--- config.mk ---
export PLATFORM = sky130hd
export DESIGN_NAME = sm3_msg_expand_flat
export DESIGN_NICKNAME = d
export VERILOG_FILES = /design/src/rtl/sm3_msg_expand_if.sv /design/src/rtl/sm3_msg_expand.sv /design/src/flat_wrapper.sv
export SDC_FILE = /design/constraint.sdc
export NUM_CORES = 1
export LEC_CHECK = 0
export CAP_MARGIN = 20
export CORE_MARGIN = 2
export CORE_UTILIZATION = 40
export DETAILED_ROUTE_END_ITERATION = 16
export DONT_BUFFER_PORTS = 1
export MAX_ROUTING_LAYER = met4
export PLACE_DENSITY = 0.54
export SYNTH_ARGS = -nofsm -noshare
export SYNTH_HDL_FRONTEND = slang
export SYNTH_SLANG_ARGS = --single-unit
--- constraint.sdc ---
create_clock -name clk -period 4 [get_ports clk]
set_input_delay 0.4 -clock clk [delete_from_list [all_inputs] [get_ports clk]]
set_output_delay 0.4 -clock clk [all_outputs]
set_load 0.05 [all_outputs]
--- src/rtl/sm3_msg_expand_if.sv ---
// sm3_msg_expand_if: block-in and word-pair-out handshakes of the SM3 expander.
// slave = expansion engine, master = surrounding pipeline (buffer + compressor).
interface sm3_msg_expand_if;
   logic         blk_valid;
   logic         blk_ready;
   logic [511:0] blk_data;
   logic         w_valid;
   logic         w_ready;
   logic [31:0]  w_j;
   logic [31:0]  wp_j;
   logic [5:0]   w_idx;
   logic         w_last;

   modport slave (
      input  blk_valid, blk_data, w_ready,
      output blk_ready, w_valid, w_j, wp_j, w_idx, w_last
   );

   modport master (
      output blk_valid, blk_data, w_ready,
      input  blk_ready, w_valid, w_j, wp_j, w_idx, w_last
   );
endinterface

--- src/rtl/sm3_msg_expand.sv ---
// sm3_msg_expand: streams the 64 SM3 (W_j, W'_j) pairs of one 512-bit block.
// Define SM3_EXP_BACK2BACK_EN to let the next block load on the j=63 beat.
module sm3_msg_expand (
   input  logic            clk,
   input  logic            rst_n,
   sm3_msg_expand_if.slave bus
);

   typedef enum logic {IDLE = 1'b0, RUN = 1'b1} state_e;

   state_e            state_q, state_d;
   logic [15:0][31:0] win_q, win_d;
   logic [31:0]       wp_q, wp_d;
   logic [5:0]        idx_q, idx_d;
   logic              load, fire, at_end;
   logic [31:0]       w_new;

   function automatic logic [31:0] p1(input logic [31:0] x);
      return x ^ {x[16:0], x[31:17]} ^ {x[8:0], x[31:9]};
   endfunction

   always_ff @(posedge clk or negedge rst_n) begin
      if (!rst_n) begin
         state_q <= IDLE;
         win_q   <= '0;
         wp_q    <= '0;
         idx_q   <= '0;
      end else begin
         state_q <= state_d;
         win_q   <= win_d;
         wp_q    <= wp_d;
         idx_q   <= idx_d;
      end
   end

   always_comb begin
      state_d = state_q;
      unique case (state_q)
         IDLE: if (load) state_d = RUN;
         RUN:  if (fire && at_end && !load) state_d = IDLE;
         default: state_d = IDLE;
      endcase
   end

   always_comb begin
      bus.w_valid   = (state_q == RUN);
      bus.blk_ready = (state_q == IDLE);
`ifdef SM3_EXP_BACK2BACK_EN
      if (state_q == RUN) bus.blk_ready = at_end && bus.w_ready;
`endif
      bus.w_j    = win_q[0];
      bus.wp_j   = wp_q;
      bus.w_idx  = idx_q;
      bus.w_last = (state_q == RUN) && at_end;
   end

   // window holds W_j..W_(j+15); W'_j is registered from the next window
   always_comb begin
      at_end = (idx_q == 6'd63);
      load   = bus.blk_valid && bus.blk_ready;
      fire   = (state_q == RUN) && bus.w_ready;
      w_new  = p1(win_q[0] ^ win_q[7] ^ {win_q[13][16:0], win_q[13][31:17]})
             ^ {win_q[3][24:0], win_q[3][31:25]} ^ win_q[10];
      win_d  = win_q;
      idx_d  = idx_q;
      if (load) begin
         for (int i = 0; i < 16; i++) win_d[i] = bus.blk_data[511 - 32*i -: 32];
         idx_d = '0;
      end else if (fire) begin
         win_d = {w_new, win_q[15:1]};
         idx_d = idx_q + 6'd1;
      end
      wp_d = win_d[0] ^ win_d[4];
   end

endmodule
--- src/flat_wrapper.sv ---
// flat-port wrapper written by rule: the top's interface ports become plain ports
module sm3_msg_expand_flat 
  (clk, rst_n, bus_blk_valid, bus_blk_data, bus_w_ready, bus_blk_ready, bus_w_valid, bus_w_j, bus_wp_j, bus_w_idx, bus_w_last);
  sm3_msg_expand_if bus_i ();
  input  logic clk;
  input  logic rst_n;
  input wire logic [$bits(bus_i.blk_valid)-1:0] bus_blk_valid;
  input wire logic [$bits(bus_i.blk_data)-1:0] bus_blk_data;
  input wire logic [$bits(bus_i.w_ready)-1:0] bus_w_ready;
  output wire logic [$bits(bus_i.blk_ready)-1:0] bus_blk_ready;
  output wire logic [$bits(bus_i.w_valid)-1:0] bus_w_valid;
  output wire logic [$bits(bus_i.w_j)-1:0] bus_w_j;
  output wire logic [$bits(bus_i.wp_j)-1:0] bus_wp_j;
  output wire logic [$bits(bus_i.w_idx)-1:0] bus_w_idx;
  output wire logic [$bits(bus_i.w_last)-1:0] bus_w_last;
  assign bus_i.blk_valid = bus_blk_valid;
  assign bus_i.blk_data = bus_blk_data;
  assign bus_i.w_ready = bus_w_ready;
  assign bus_blk_ready = bus_i.blk_ready;
  assign bus_w_valid = bus_i.w_valid;
  assign bus_w_j = bus_i.w_j;
  assign bus_wp_j = bus_i.wp_j;
  assign bus_w_idx = bus_i.w_idx;
  assign bus_w_last = bus_i.w_last;
  sm3_msg_expand u_core (.clk(clk), .rst_n(rst_n), .bus(bus_i));
endmodule
==> results.cfg <==
[yosys]
synth_area_mm2 = 0.0321
synth_seq_area_share_pct = 42.9
ys_ff_latch = 551
synth_area_per_cell_um2 = 10.4
ys.flop_type = dfrtp_1
synth.distinct_cells = 35
yosys_warnings = 0
ys_async_sr_fraction_pct = 100
synth_edf_count = 0
postSynthCellCount = 3091
synth_fp_nets = 3608

[power]
peakVddDrop_uv = 599
swShare_pct = 42.9
internal-power_w = 0.0191
seqPwrFrac_pct = 41.9
total_power_w = 0.0334
p_switching_w = 0.0143
pwr-share-clk_pct = 18.9
leakagePower_nw = 16.0
p_comb_share_pct = 39.2
p_per_area_mw_per_mm2 = 870

[finish]
drive_gt1_share_pct = 5.99
syn2layout_area_growth_pct = 19.5
final_core_util_pct = 48.5
post-route-cell-area_mm2 = 0.0384
fin_nets = 3789
fillerInstances = 7305

[clock_tree]
insertion_delay_ps = 610
path_clk_slew_ps = 60
cts.path.max_buffers = 3
cts_hold_buf = 395
postCtsSetupRepairBufs = 0
cts_sinks = 551
clockRootBuffer = clkbuf_16
cts_buffers = 69
cts_resized = 0
cts_tree = built
h-tree-depth = 3

[critical_path]
endpoint = u_core.bus.w_idx[3]
required_ps = 4520
path_cells = and2_1, nor2_1, o21ai_0, o21ai_0
cp.depth = 4
r2r_cells = 4
path_class = input pin to flip-flop
r2r_end = u_core.win_q[345]
startpoint = bus_w_ready
endpoint_kind = flip-flop
r2r_slack_ps = 1520
cp_slowest_stage_delay_ps = 1290
cp_slowest_cell = and2_1
critPathArrivalTime_ps = 4300
path_buf_inv = 0
path_common_cell = o21ai_0
critical-path-top-delay-family = simple AND/OR/NAND/NOR gates
startpoint_type = input pin
cp_max_fo = 477
r2r_start = u_core.bus.w_valid

[sta]
setup_viol = 0
final-hold-violation-count = 551
rsz0062_at_grt = false
finalSetupTns_ps = 0
hold-worst-slack_ps = -501
max_slew_margin_pct = -199
period_minus_slack_ps = 3780
worstMarginPinSlew_ps = 4480
fmax_mhz = 264
fin_worst_skew_ps = 29.0
slew_violations = 1033
finalCritPeriodShare_pct = 94.6

[die]
coreArea_mm2 = 0.0793
fp-row-count = 103
fp.dieH_um = 287
fp.dieArea_mm2 = 0.0826
die_w_um = 287
io_pins = 589
start_util_pct = 40.5

[placed_design]
gp_congestion = 0.901
detailed_place.area_mm2 = 0.0321
dp_hpwl_um = 88600
portBuffers = 0

[routing]
antenna_left = 0
drt_first_pass_iters = 5
num_vias = 25100
wl_um = 124000
drcViolationCount = 0
wl_per_cell_um = 28.1
drt_iter0_drc = 2161
post_drt_via_cell_ratio = 5.71

[run_status]
status = finished, violations left
violations = negative hold slack, max-slew violations

[min_path]
holdCritPathClass = input pin to asynchronous set/reset pin

[global_route]
gr-total-overflow = 0
antenna_found_initial = 35
grt_max_degree = 952
grt_pass1_vias = 24700
grt_pass1_wl_um = 175000
grt_usage_pct = 29.9

[flow_run]
maxCapViolations = 0
state kept, by name, indices dropped and copies added (netlist names):
signal,cells
u_core.bus.wp_j,32
u_core.win_q,480
u_core.bus.w_idx,6
u_core.bus.w_j,32
u_core.bus.w_valid,1
cell type report:
cell class	count	area, um^2	share of cell area, %
Multi-Input combinational cell	2231	16800	43.8
Antenna cell	33	82.6	0.215
Clock inverter	21	243	0.632
Clock buffer	98	1980	5.15
Sequential cell	551	13800	35.9
Inverter	1	3.75	0.00977
Timing Repair Buffer	418	4190	10.9
Tap cell	1050	1310	3.42
placed cells by master (no fill, tap or decap), types with 17 or more instances in the layout:
master	instances
xnor3_1	32
a211oi_1	473
mux2_2	31
nand2_1	35
xor2_1	33
o21ai_1	32
a21oi_1	437
clkbuf_16	71
nor2_1	17
buf_4	18
clkbuf_1	17
dlygate4sd3_1	395
a21oi_2	39
mux2i_1	474
xnor2_1	128
diode_2	33
dfrtp_1	550
nor2b_1	474
synth_stat cells, drive strengths merged, types with 2 or more instances:
master / number / area share (%)
a31oi: 2 / 0.039
xnor3: 32 / 2.2
nor2b: 474 / 9.2
buf: 204 / 3.6
o22ai: 6 / 0.12
mux2i: 474 / 15
nand2: 36 / 0.42
clkbuf: 104 / 1.2
mux2: 31 / 1.1
a21oi: 476 / 7.9
nand3: 2 / 0.031
o21ai: 35 / 0.55
dfrtp: 551 / 43
a211oi: 474 / 11
xor2: 33 / 0.90
nor2: 17 / 0.20
xnor2: 128 / 3.5
metal layers:
layer	global-route usage (%)	wire (um)	vias to the layer above
met5	-	0	-
met2	48.3	59600	753
li1	-	-	11700
met3	5.60	7160	184
met4	9.83	4130	0
met1	37.8	52900	12500
worst min-delay path by stage:
stage	end	cells after the start	startpoint
2_1_floorplan	u_core.bus.w_idx[0]	0	rst_n
3_3_place_gp	u_core.win_q[43]	0	rst_n
3_5_place_dp	u_core.win_q[43]	0	rst_n
4_1_cts	u_core.win_q[43]	0	rst_n
5_1_grt	u_core.win_q[43]	0	rst_n
6_report	u_core.win_q[43]	0	rst_n
metrics by stage:
step | instances | setup slack (ps) | hold slack (ps)
2_1_floorplan | 3091 | 1400 | 104
3_3_place_gp | 3855 | 1540 | 132
3_5_place_dp | 3855 | 1530 | 134
4_1_cts | 4369 | 1030 | -512
5_1_grt | 4398 | 941 | -531
6_report | 4403 | 215 | -501
worst reg2reg max path: stages, from the launching register on:
cell,delay (ps)
dfrtp_4,770
buf_4,480
buf_12,550
a211oi_1,300
a21oi_1,300
logic make-up after synthesis:
group,count (synthesis),synth area share (%)
AO/OA/AOI/OAI,997,19.8
flip-flops,551,42.9
AND/OR/NAND/NOR,535,10.0
multiplexers,505,15.9
buffers and inverters,309,4.81
XOR/XNOR,193,6.63
adder cells (fa/ha/maj),1,0.0389
power groups by stage:
| stage | Clock [W] | Sequential (W) | Combinational, W |
|---|---|---|---|
| floorplan | 0 | 0.0108 | 0.0108 |
| global placement | 0 | 0.0140 | 0.0124 |
| detailed placement | 0 | 0.0141 | 0.0126 |
| CTS | 0.00640 | 0.0140 | 0.0131 |
| global route | 0.00665 | 0.0142 | 0.0141 |
| finish | 0.00631 | 0.0140 | 0.0131 |
Power figures use the tool's default switching activity.
